`src/rtl/sram_bist_ctrl_if.sv`:
```
// Pin bundle between the BIST engine and one asynchronous SRAM bank.
// The master side drives address, data and strobes; the slave side returns pad read data.
interface sram_bist_ctrl_if #(
  parameter int unsigned ADDR_W = 18,
  parameter int unsigned DATA_W = 32,
  parameter int unsigned NBE    = DATA_W / 8
);
  logic [ADDR_W-1:0] sram_addr;
  logic [DATA_W-1:0] sram_dq_o;
  logic              sram_dq_oe;
  logic [DATA_W-1:0] sram_dq_i;
  logic              sram_ce_n;
  logic              sram_oe_n;
  logic              sram_we_n;
  logic [NBE-1:0]    sram_be_n;

  modport master (
    output sram_addr, sram_dq_o, sram_dq_oe, sram_ce_n, sram_oe_n, sram_we_n, sram_be_n,
    input  sram_dq_i
  );

  modport slave (
    input  sram_addr, sram_dq_o, sram_dq_oe, sram_ce_n, sram_oe_n, sram_we_n, sram_be_n,
    output sram_dq_i
  );
endinterface

```
`src/rtl/sram_bist_ctrl.sv`:
```
// Built-in self-test engine for one external asynchronous SRAM bank: writes and/or verifies a
// regenerable data pattern over the whole address space and collects error statistics.
module sram_bist_ctrl #(
  parameter int unsigned ADDR_W   = 18,
  parameter int unsigned DATA_W   = 32,
  parameter int unsigned WAIT_CYC = 2,
  parameter int unsigned NBE      = DATA_W / 8
) (
  input  logic              SYS_CLK,
  input  logic              SYS_RST,
  input  logic              cmd_start,
  input  logic              cmd_abort,
  input  logic [1:0]        cmd_mode,
  input  logic [1:0]        pattern_sel,
  input  logic [DATA_W-1:0] seed,
  input  logic [NBE-1:0]    be_mask,
  output logic              busy,
  output logic              done,
  output logic              pass,
  output logic [15:0]       err_cnt,
  output logic [ADDR_W-1:0] fail_addr,
  output logic [DATA_W-1:0] fail_data,
  sram_bist_ctrl_if.master  sram
);

  localparam int unsigned       PhW      = $clog2(WAIT_CYC + 1);
  localparam logic [PhW-1:0]    PhLast   = PhW'(WAIT_CYC);
  localparam logic [ADDR_W-1:0] AddrLast = '1;

  typedef enum logic [2:0] {StIdle, StWr, StRd, StFlush, StFin} state_e;

  state_e            state_q, state_d;
  logic [ADDR_W-1:0] addr_q, addr_d;
  logic [PhW-1:0]    ph_q, ph_d;
  logic              wr_only_q, wr_only_d;
  logic [1:0]        sel_q, sel_d;
  logic [DATA_W-1:0] seed_q, seed_d;
  logic [NBE-1:0]    be_q, be_d;
  logic [15:0]       err_q, err_d;
  logic [ADDR_W-1:0] faddr_q, faddr_d;
  logic [DATA_W-1:0] fdata_q, fdata_d;
  logic              pass_q, pass_d;
  logic [DATA_W-1:0] rd_q, rd_d;
  logic [ADDR_W-1:0] cmp_addr_q, cmp_addr_d;
  logic              cmp_vld_q, cmp_vld_d;

  logic [DATA_W-1:0] lane_mask;
  logic              abort;
  logic              mismatch;

  // Pattern is a pure function of the address so the verify pass can regenerate it.
  function automatic logic [DATA_W-1:0] pattern(input logic [ADDR_W-1:0] a,
                                                input logic [1:0]        sel,
                                                input logic [DATA_W-1:0] sd);
    logic [DATA_W-1:0] one;
    logic [DATA_W-1:0] res;
    one    = '0;
    one[0] = 1'b1;
    case (sel)
      2'd0:    res = sd;
      2'd1:    res = DATA_W'(a) ^ sd;
      2'd2:    res = one << (32'(a) % DATA_W);
      default: res = a[0] ? ~sd : sd;
    endcase
    return res;
  endfunction

  always_comb begin
    lane_mask = '0;
    for (int i = 0; i < int'(NBE); i++) begin
      lane_mask[8*i +: 8] = {8{be_q[i]}};
    end
  end

  always_comb begin
    state_d    = state_q;
    addr_d     = addr_q;
    ph_d       = ph_q;
    wr_only_d  = wr_only_q;
    sel_d      = sel_q;
    seed_d     = seed_q;
    be_d       = be_q;
    err_d      = err_q;
    faddr_d    = faddr_q;
    fdata_d    = fdata_q;
    pass_d     = pass_q;
    rd_d       = rd_q;
    cmp_addr_d = cmp_addr_q;
    cmp_vld_d  = 1'b0;

    abort    = cmd_abort && (state_q inside {StWr, StRd, StFlush});
    mismatch = cmp_vld_q &&
               (((rd_q ^ pattern(cmp_addr_q, sel_q, seed_q)) & lane_mask) != '0);

    // Compare of the previous read word overlaps the current word; an abort discards it.
    if (mismatch && !abort) begin
      if (err_q == '0) begin
        faddr_d = cmp_addr_q;
        fdata_d = rd_q & lane_mask;
      end
      if (err_q != 16'hFFFF) begin
        err_d = err_q + 16'd1;
      end
    end

    unique case (state_q)
      StIdle: begin
        if (cmd_start) begin
          sel_d     = pattern_sel;
          seed_d    = seed;
          be_d      = be_mask;
          wr_only_d = (cmd_mode == 2'd0);
          err_d     = '0;
          faddr_d   = '0;
          fdata_d   = '0;
          pass_d    = 1'b0;
          addr_d    = '0;
          ph_d      = '0;
          state_d   = (cmd_mode == 2'd1) ? StRd : StWr;
        end
      end
      StWr: begin
        if (abort) begin
          state_d = StFin;
          pass_d  = 1'b0;
          addr_d  = '0;
          ph_d    = '0;
        end else if (ph_q == PhLast) begin
          ph_d = '0;
          if (addr_q == AddrLast) begin
            addr_d = '0;
            if (wr_only_q) begin
              state_d = StFin;
              pass_d  = (err_d == '0);
            end else begin
              state_d = StRd;
            end
          end else begin
            addr_d = addr_q + ADDR_W'(1);
          end
        end else begin
          ph_d = ph_q + PhW'(1);
        end
      end
      StRd: begin
        if (abort) begin
          state_d = StFin;
          pass_d  = 1'b0;
          addr_d  = '0;
          ph_d    = '0;
        end else if (ph_q == PhLast) begin
          ph_d       = '0;
          rd_d       = sram.sram_dq_i;
          cmp_addr_d = addr_q;
          cmp_vld_d  = 1'b1;
          if (addr_q == AddrLast) begin
            addr_d  = '0;
            state_d = StFlush;
          end else begin
            addr_d = addr_q + ADDR_W'(1);
          end
        end else begin
          ph_d = ph_q + PhW'(1);
        end
      end
      StFlush: begin
        state_d = StFin;
        pass_d  = !abort && (err_d == '0);
      end
      StFin: begin
        state_d = StIdle;
      end
      default: begin
        state_d = StIdle;
      end
    endcase
  end

  always_ff @(posedge SYS_CLK) begin
    if (SYS_RST) begin
      state_q    <= StIdle;
      addr_q     <= '0;
      ph_q       <= '0;
      wr_only_q  <= 1'b0;
      sel_q      <= '0;
      seed_q     <= '0;
      be_q       <= '0;
      err_q      <= '0;
      faddr_q    <= '0;
      fdata_q    <= '0;
      pass_q     <= 1'b0;
      rd_q       <= '0;
      cmp_addr_q <= '0;
      cmp_vld_q  <= 1'b0;
    end else begin
      state_q    <= state_d;
      addr_q     <= addr_d;
      ph_q       <= ph_d;
      wr_only_q  <= wr_only_d;
      sel_q      <= sel_d;
      seed_q     <= seed_d;
      be_q       <= be_d;
      err_q      <= err_d;
      faddr_q    <= faddr_d;
      fdata_q    <= fdata_d;
      pass_q     <= pass_d;
      rd_q       <= rd_d;
      cmp_addr_q <= cmp_addr_d;
      cmp_vld_q  <= cmp_vld_d;
    end
  end

  assign busy      = state_q inside {StWr, StRd, StFlush};
  assign done      = (state_q == StFin);
  assign pass      = pass_q;
  assign err_cnt   = err_q;
  assign fail_addr = faddr_q;
  assign fail_data = fdata_q;

  // Strobes decode straight from state so they are parked high outside WR/RD.
  always_comb begin
    sram.sram_addr  = '0;
    sram.sram_dq_o  = '0;
    sram.sram_dq_oe = 1'b0;
    sram.sram_ce_n  = 1'b1;
    sram.sram_oe_n  = 1'b1;
    sram.sram_we_n  = 1'b1;
    sram.sram_be_n  = '1;
    if (state_q == StWr) begin
      sram.sram_addr  = addr_q;
      sram.sram_dq_o  = pattern(addr_q, sel_q, seed_q);
      sram.sram_dq_oe = 1'b1;
      sram.sram_ce_n  = 1'b0;
      sram.sram_we_n  = (ph_q == '0);
      sram.sram_be_n  = ~be_q;
    end else if (state_q == StRd) begin
      sram.sram_addr = addr_q;
      sram.sram_ce_n = 1'b0;
      sram.sram_oe_n = 1'b0;
      sram.sram_be_n = ~be_q;
    end
  end

endmodule

```
`src/flat_wrapper.sv`:
```
// flat-port wrapper written by rule: the top's interface ports become plain ports
module sram_bist_ctrl_flat 
#(
  parameter int unsigned ADDR_W   = 18,
  parameter int unsigned DATA_W   = 32,
  parameter int unsigned WAIT_CYC = 2,
  parameter int unsigned NBE      = DATA_W / 8
)
  (SYS_CLK, SYS_RST, cmd_start, cmd_abort, cmd_mode, pattern_sel, seed, be_mask, busy, done, pass, err_cnt, fail_addr, fail_data, sram_sram_addr, sram_sram_dq_o, sram_sram_dq_oe, sram_sram_ce_n, sram_sram_oe_n, sram_sram_we_n, sram_sram_be_n, sram_sram_dq_i);
  sram_bist_ctrl_if #(.ADDR_W(ADDR_W), .DATA_W(DATA_W), .NBE(NBE)) sram_i ();
  input  logic SYS_CLK;
  input  logic SYS_RST;
  input  logic cmd_start;
  input  logic cmd_abort;
  input  logic [1:0] cmd_mode;
  input  logic [1:0] pattern_sel;
  input  logic [DATA_W-1:0] seed;
  input  logic [NBE-1:0] be_mask;
  output logic busy;
  output logic done;
  output logic pass;
  output logic [15:0] err_cnt;
  output logic [ADDR_W-1:0] fail_addr;
  output logic [DATA_W-1:0] fail_data;
  output wire logic [$bits(sram_i.sram_addr)-1:0] sram_sram_addr;
  output wire logic [$bits(sram_i.sram_dq_o)-1:0] sram_sram_dq_o;
  output wire logic [$bits(sram_i.sram_dq_oe)-1:0] sram_sram_dq_oe;
  output wire logic [$bits(sram_i.sram_ce_n)-1:0] sram_sram_ce_n;
  output wire logic [$bits(sram_i.sram_oe_n)-1:0] sram_sram_oe_n;
  output wire logic [$bits(sram_i.sram_we_n)-1:0] sram_sram_we_n;
  output wire logic [$bits(sram_i.sram_be_n)-1:0] sram_sram_be_n;
  input wire logic [$bits(sram_i.sram_dq_i)-1:0] sram_sram_dq_i;
  assign sram_sram_addr = sram_i.sram_addr;
  assign sram_sram_dq_o = sram_i.sram_dq_o;
  assign sram_sram_dq_oe = sram_i.sram_dq_oe;
  assign sram_sram_ce_n = sram_i.sram_ce_n;
  assign sram_sram_oe_n = sram_i.sram_oe_n;
  assign sram_sram_we_n = sram_i.sram_we_n;
  assign sram_sram_be_n = sram_i.sram_be_n;
  assign sram_i.sram_dq_i = sram_sram_dq_i;
  sram_bist_ctrl #(.ADDR_W(ADDR_W), .DATA_W(DATA_W), .WAIT_CYC(WAIT_CYC), .NBE(NBE)) u_core (.SYS_CLK(SYS_CLK), .SYS_RST(SYS_RST), .cmd_start(cmd_start), .cmd_abort(cmd_abort), .cmd_mode(cmd_mode), .pattern_sel(pattern_sel), .seed(seed), .be_mask(be_mask), .busy(busy), .done(done), .pass(pass), .err_cnt(err_cnt), .fail_addr(fail_addr), .fail_data(fail_data), .sram(sram_i));
endmodule
```
`config.mk`:
```
export PLATFORM = sky130hd
export DESIGN_NAME = sram_bist_ctrl_flat
export DESIGN_NICKNAME = d
export VERILOG_FILES = /design/src/rtl/sram_bist_ctrl_if.sv /design/src/rtl/sram_bist_ctrl.sv /design/src/flat_wrapper.sv
export SDC_FILE = /design/constraint.sdc
export NUM_CORES = 1
export LEC_CHECK = 0
export ABC_CLOCK_PERIOD_IN_PS = 7600
export BUFFER_PORTS_ARGS = -buffer_cell sky130_fd_sc_hd__buf_2
export CAP_MARGIN = 5
export CORE_ASPECT_RATIO = 1.5
export CORE_MARGIN = 3
export CORE_UTILIZATION = 45
export CTS_CLUSTER_DIAMETER = 30
export CTS_CLUSTER_SIZE = 24
export DETAILED_ROUTE_END_ITERATION = 8
export HOLD_SLACK_MARGIN = 0.02
export PLACE_DENSITY = 0.78
export SKIP_CTS_REPAIR_TIMING = 1
export SYNTH_ARGS = -nofsm -noshare
export SYNTH_HDL_FRONTEND = slang
export SYNTH_SLANG_ARGS = --single-unit
```
`constraint.sdc`:
```
create_clock -name SYS_CLK -period 7.6 [get_ports SYS_CLK]
set_clock_uncertainty 0.1 [all_clocks]
set_input_delay 0.76 -clock SYS_CLK [delete_from_list [all_inputs] [get_ports SYS_CLK]]
set_output_delay 0.76 -clock SYS_CLK [all_outputs]
set_load 0.005 [all_outputs]
```
======== Word level (Yosys, flattened, before mapping) ========
Cells that the tools add are included.
word-level totals
  bits in registers ....................... 180
  output and inout port bits .............. 127
operators by class
  add/subtract/negate cells ............... 3
  equality and inequality tests ........... 18
  shift-type cells ........................ 2
  muxes and demuxes ....................... 53
  bitwise logic cells ..................... 9
  reductions and logical operators ........ 23
operators with widths
  operator                 count
  $mux W32                 7
  $pmux W32 S3             2
  $mux W18                 10
  $and A32 B32 Y32         2
  $mux W16                 4
  $shl A1 B5 Y32 const A   2
  $xor A18 B32 Y32         2
  $pmux W18 S2             1
  $logic_not A16 Y1        2
  $not A32 Y32             1
  $reduce_bool A32 Y1      1
  $xor A32 B32 Y32         1
  $mux W3                  8
  $add A18 B1 Y18 const B  1
  $eq A18 B18 Y1 const B   1
  $ne A3 B1 Y1 const B     6
  $add A16 B1 Y16 const B  1
  $ne A16 B16 Y1 const B   1
  $mux W1                  12
  $pmux W3 S4              1
  $mux W2                  4
  $mux W4                  2
  $eq A3 B2 Y1 const B     2
  $logic_not A2 Y1         3
  other kinds (23)         31

======== Longest topological paths before layout ========
  depth in word-level cells ............... 15
  mapped depth ............................ 18
  gate-level depth less buffers ........... 11

======== Least setup slack after synthesis ========
No wires, ideal clock.
  kind .................................... register to register
  start point ............................. register u_core.sel_q[1]
  end point ............................... register u_core.faddr_q[8] (netlist: u_core.fail_addr[8])
  arrival time ............................ 2881 ps
  setup slack ............................. 4476 ps
  cell stages (with the launch flop) ...... 18
  path through ............................ dfxtp_1 > buf_6 > buf_6 > buf_6 > nand4_1 > o21ai_1 > or3b_1 > nand4_1 > nor4_1 > a41o_1 > and4_1 > buf_6 > nand2b_4 > or4_4 > buf_12 > buf_8 > nand2_2 > a21oi_2
between the ends
  word-level cells in the longest chain between the ends .. 10
  elaborated cells on any way between the ends .. 12
  classes of those cells .................. eq/ne (2); mux (4); bitwise (2); reduce/logical (4)
RTL lines
  element                                     line                   source
  start: declaration                          sram_bist_ctrl.sv:36   logic [1:0] sel_q, sel_d;
  start signal: assignment                    sram_bist_ctrl.sv:200  sel_q <= sel_d;
  $eq A2 B2 Y1, or another cell as far along  sram_bist_ctrl.sv:59   case (sel)
  $pmux W32 S3 *                              sram_bist_ctrl.sv:59
  $xor A32 B32 Y32 *                          sram_bist_ctrl.sv:93   (((rd_q ^ pattern(cmp_addr_q, sel_q, seed_q)) & lane_mask) != '0);
  $and A32 B32 Y32 *                          sram_bist_ctrl.sv:93
  $reduce_bool A32 Y1 *                       sram_bist_ctrl.sv:93
  $logic_and A1 B1 Y1 *                       sram_bist_ctrl.sv:92   mismatch = cmp_vld_q &&
  $logic_and A1 B1 Y1 *                       sram_bist_ctrl.sv:96   if (mismatch && !abort) begin
  $mux W18 *                                  sram_bist_ctrl.sv:96
  $mux W18                                    sram_bist_ctrl.sv:108  if (cmd_start) begin
  $mux W18 *                                  sram_bist_ctrl.sv:106  unique case (state_q)
  end signal: assignment                      sram_bist_ctrl.sv:204  faddr_q <= faddr_d;
  end: declaration                            sram_bist_ctrl.sv:40   logic [ADDR_W-1:0] faddr_q, faddr_d;
Every way passes the cells marked *; elsewhere a longest branch is shown, timed or not.
A chain may end at the register's enable or synchronous reset.

======== Final worst setup path ========
  start point ............................. register u_core.cmp_addr_q[3]
  end point ............................... register u_core.faddr_q[11] (netlist: u_core.fail_addr[11])
between the ends
  word-level cells in the longest chain between the ends .. 10
  elaborated cells on any way between the ends .. 11
  classes of those cells .................. shift (1); mux (4); bitwise (3); reduce/logical (3)
RTL lines
  element                                                    line                                        source
  start: declaration                                         sram_bist_ctrl.sv:44                        logic [ADDR_W-1:0] cmp_addr_q, cmp_addr_d;
  start signal: assignment                                   sram_bist_ctrl.sv:208                       cmp_addr_q <= cmp_addr_d;
  $shl A1 B5 Y32 / $xor A18 B32 Y32 (equally long branches)  sram_bist_ctrl.sv:62, sram_bist_ctrl.sv:61
  $pmux W32 S3 *                                             sram_bist_ctrl.sv:59
  $xor A32 B32 Y32 *                                         sram_bist_ctrl.sv:93
  $and A32 B32 Y32 *                                         sram_bist_ctrl.sv:93
  $reduce_bool A32 Y1 *                                      sram_bist_ctrl.sv:93
  $logic_and A1 B1 Y1 *                                      sram_bist_ctrl.sv:92
  $logic_and A1 B1 Y1 *                                      sram_bist_ctrl.sv:96
  $mux W18 *                                                 sram_bist_ctrl.sv:96
  $mux W18                                                   sram_bist_ctrl.sv:108
  $mux W18 *                                                 sram_bist_ctrl.sv:106
Marks and branches as above.

==> results.md <==
- Of the available clock period, the critical path in the final layout requires 66.8%.
- The global-route wire length before repair is 61000 um.
- After detailed placement, the total cell area comes to 12500 sq um.
- In this run the clock root is driven by a sky130_fd_sc_hd__clkbuf_16.
- The largest fanout on the critical path is 50.
- Pin placement for this block handled 203 I/O pins.
- Compared with the post-synthesis result, the final layout area differs by 11.1%.
- The number of optimization iterations in the first detailed-route pass is 7.
- The number of failing hold endpoints at the final stage came to 0.
- The area of the core region is 25400 sq um.
- The total of endpoints with negative setup slack in the final report is 0.
- The height of the chip is 204 um.
- Routability-driven placement finished with a final weighted congestion of 0.972.
- The worst setup path is of the reg2reg kind.
- The tightest hold path in the finished design has a slack of 0.348 ns.
- The biggest area contributor in the post-synthesis netlist is sky130_fd_sc_hd__dfxtp_1.
- In the synthesized netlist, the number of instances is 1581.
- The longest clock path from root to sink contains 2 buffers.
- After routing the design area is 13000 sq um.
- The power share of the sequential group is 43.8%.
- In this run the critical register-to-register path is launched from u_core.cmp_addr_q[3]$_SDFFE_PP0P_.
- Adding up every negative setup slack in the final design gives 0 ns.
- The largest stage delay on the critical path is 0.79 ns.
- Synthesis inferred 180 register bits.
- Entering global routing, the biggest net connects 61 pins.
- The combinational cell fraction of total power is 20.0%.
- In the final routed layout, each cell accounts on average for 19.8 um.
- The flop-to-flop setup slack is 2.52 ns.
- The internal power summed over all cells is 1.65 mW.
- Traced cell by cell, the critical path runs through nor2b_1, a31oi_1, o21a_1, a311o_1, or3_1, o41ai_1, and4_1, nand2b_4, or4_4, nand2_2, a21oi_2.
- The share of the Yosys chip area taken by registers is 30.7%.
- The initial antenna violation count is 0.
- The number of max-slew violations in the final report is 0.
- The switching power of the nets is 0.788 mW.
- The flow ran to the end, and the final reports show no timing, DRC or antenna violations.
- The standby leakage power is 4.65 nW.
- In the global route stage, overall resource usage came out at 27.5%.
- The most critical setup path has its endpoint at u_core.fail_addr[11]$_SDFF_PP0_.
- Across the run, the number of max-cap violations was 0.
- The setup slack after layout is 2.52 ns.
- The worst reg-to-reg path cell count is 11.
- For this run, design rule violations remaining after detail routing come to 0.
- The power density over the cells is 187 nW/um^2.
- The netlist area before placement is 11700 sq um.
- The kind of launch point of the worst setup path is a register.
- Summed over all nets, the half-perimeter wirelength after detailed placement is 29000 um.
- In this run the most critical hold path is launched from u_core.fail_addr[14]$_SDFF_PP0_.
- The final-stage net count is 1755.
- From left edge to right edge, the die measures 138 um.
- On the critical path, the stage with the largest delay is an instance of sky130_fd_sc_hd__dfxtp_1.
- The proportion of power drawn by the clock network is 36.2%.
- Among all flip-flop cells after synthesis, the most frequent one is sky130_fd_sc_hd__dfxtp_1.
- The number of global-route vias before repair was 11500.
- After clock tree synthesis, the clock-pin slew on the worst setup and hold paths is 0.07 ns.
- The iteration-0 DRC count of the detailed router is 1180.
- The number of H-tree branching levels is 4.
- The number of nets with antenna violations after routing is 0.
- The floorplan row count is 71.
- Derived from the worst setup path, the maximum achievable clock frequency is 0.197 GHz.
- In the final layout, the share of cells above drive strength 1 is 22.9%.
- Summing over every cut layer, the via total after detailed routing is 12100.
- The sort of element at the end of the critical path is a register.
- The count of warnings emitted by yosys is 0.
- Clock tree synthesis inserted a total of 17 buffers.
- The number of cells traversed by the worst hold path is 2.
- The CTS tree is built.
- The synthesized area per cell is 7.43 sq um.
- The headroom to the max-slew limit is 27.9%.
- The worst slack after detailed placement is 2.73 ns.
- The number of non-filler instances in the completed layout is 2011.
- The library cell with the highest instance count after synthesis is sky130_fd_sc_hd__nand2_1.
- The worst hold path belongs to the class reg2reg.
- For this configuration, the core starts out at a cell density of 46.2%.
- The slew at the pin with the worst max-slew slack is 1.08 ns.
- Sorting the synthesized cells by area gives the leading types as sky130_fd_sc_hd__dfxtp_1 (31%), sky130_fd_sc_hd__nand2_1 (8.5%), sky130_fd_sc_hd__a21oi_1 (7.1%).
- The origin of the worst setup path is u_core.cmp_addr_q[3]$_SDFFE_PP0P_.
- During placement, the flow inserted port buffers numbering 202.
- Net switching is 32.3% of the power.
- The clock period could shrink to 5.08 ns.
- For this run the aggregate overflow at the end of global routing stands at 0.
- The number of placed instances, taps included, is 1980.
- The die covers 28100 sq um.
- IR analysis of the VDD net gives a maximum drop of 0.160 mV.
- Setup repair after global routing left no endpoint under its margin.
- The clock network latency to the later pin of the worst-skew pair is 0.45 ns.
- For the worst setup path, the data required time is 7.86 ns.
- The number of distinct library cells after synthesis is 85.
- After detailed routing, the total wire length is 39800 um.
- Ranked by instance count, the synthesized netlist is headed by sky130_fd_sc_hd__nand2_1 (267), sky130_fd_sc_hd__dfxtp_1 (180), sky130_fd_sc_hd__a21oi_1 (167).
- The per-cell via count in the routed design is 6.02.
- The critical path data arrival time is 5.34 ns.
- In this run, synthesis inferred 0 flip-flops with an integrated enable.
- The net count after synthesis is 1665.
- The repair_antennas step left the layout with diodes totalling 0.
- The clock net in this run drives a total of 180 sinks.
- The async set-or-reset flop fraction in the synthesized netlist is 0%.
- The critical register-to-register path endpoint is u_core.fail_addr[11]$_SDFF_PP0_.
- The total power after layout is 2.44 mW.
- Cells fill 51.4% of the core in the end.
- The synthesized design devotes to its leading area cell type 30.7% of total area.
## placed cells by master, fill, tap and decap left out, types with 10 or more instances in the layout
cell type / count
sky130_fd_sc_hd__and2_1: 22
sky130_fd_sc_hd__mux2i_1: 24
sky130_fd_sc_hd__nand2b_1: 17
sky130_fd_sc_hd__or3_1: 11
sky130_fd_sc_hd__buf_2: 202
sky130_fd_sc_hd__nor2_1: 96
sky130_fd_sc_hd__inv_1: 32
sky130_fd_sc_hd__dfxtp_1: 177
sky130_fd_sc_hd__a211oi_1: 10
sky130_fd_sc_hd__a31oi_1: 15
sky130_fd_sc_hd__nand3_1: 90
sky130_fd_sc_hd__and3_1: 11
sky130_fd_sc_hd__xor2_1: 26
sky130_fd_sc_hd__a32oi_1: 10
sky130_fd_sc_hd__nor2b_1: 25
sky130_fd_sc_hd__nor3_1: 16
sky130_fd_sc_hd__xnor2_1: 30
sky130_fd_sc_hd__buf_4: 16
sky130_fd_sc_hd__nand4_1: 22
sky130_fd_sc_hd__clkbuf_16: 17
sky130_fd_sc_hd__nand2_2: 50
sky130_fd_sc_hd__o21ai_0: 55
sky130_fd_sc_hd__a221oi_1: 14
sky130_fd_sc_hd__nand2_1: 267
sky130_fd_sc_hd__a21oi_1: 167
sky130_fd_sc_hd__o22ai_1: 21
sky130_fd_sc_hd__a22oi_1: 12
sky130_fd_sc_hd__a21oi_2: 50
## worst min path at each step
stage | to
detailed placement | u_core.fail_data[18]$_SDFF_PP0_
finish | u_core.fail_addr[14]$_SDFF_PP0_
floorplan | u_core.fail_addr[0]$_SDFF_PP0_
global route | u_core.fail_data[18]$_SDFF_PP0_
CTS | u_core.fail_data[18]$_SDFF_PP0_
global placement | u_core.fail_data[17]$_SDFF_PP0_
## kinds of logic (layout without fill, tap and decap cells)
logic type | after synthesis | count (layout) | synth area share [%]
xor+xnor | 56 | 56 | 4.18
flops | 180 | 180 | 30.7
fa+ha+maj | 8 | 8 | 0.852
compound gates | 432 | 432 | 24.1
simple gates | 689 | 689 | 28.9
buf+inv | 181 | 283 | 8.16
mux | 35 | 35 | 3.20
## per-layer routing
metal  track usage (%)  vias up  part of all wire [%]
met2              46.8      624                    49
met3              4.31      144                   7.2
li1                  -     5740                     -
met1              32.4     5605                    38
met4              16.0        0                   5.8
met5                 0        -                     0
## final cells by class
class | count | area [sq um]
Tap cell | 328 | 410
Inverter | 34 | 128
Multi-Input combinational cell | 1220 | 7200
Fill cell | 2516 | 12400
Clock inverter | 8 | 103
Timing Repair Buffer | 218 | 1130
Sequential cell | 180 | 3610
Clock buffer | 23 | 468
## power groups by stage
stage	combinational (mW)	sequential, mW	clock [mW]
5_1_grt	0.530	1.07	0.929
6_report	0.488	1.07	0.884
2_1_floorplan	0.411	1.01	0
4_1_cts	0.479	1.06	0.898
3_3_place_gp	0.469	1.08	0
3_5_place_dp	0.477	1.08	0
## critical path: cells and delay by family, from the launching register on
kind,cells,cell delay (ns)
flops,1,0.79
compound gates,5,1.45
simple gates,6,2.59
## state kept, by name, indices dropped and copies added (netlist names)
register	count
u_core.fail_data	32
u_core.rd_q	32
u_core.seed_q	32
u_core.addr_q	18
u_core.cmp_addr_q	18
u_core.fail_addr	18
u_core.err_cnt	16
u_core.be_q	4
u_core.state_q	3
u_core.ph_q	2
u_core.sel_q	2
u_core.cmp_vld_q	1
u_core.pass	1
u_core.wr_only_q	1
No activity file was read; power rests on OpenSTA's default activity.
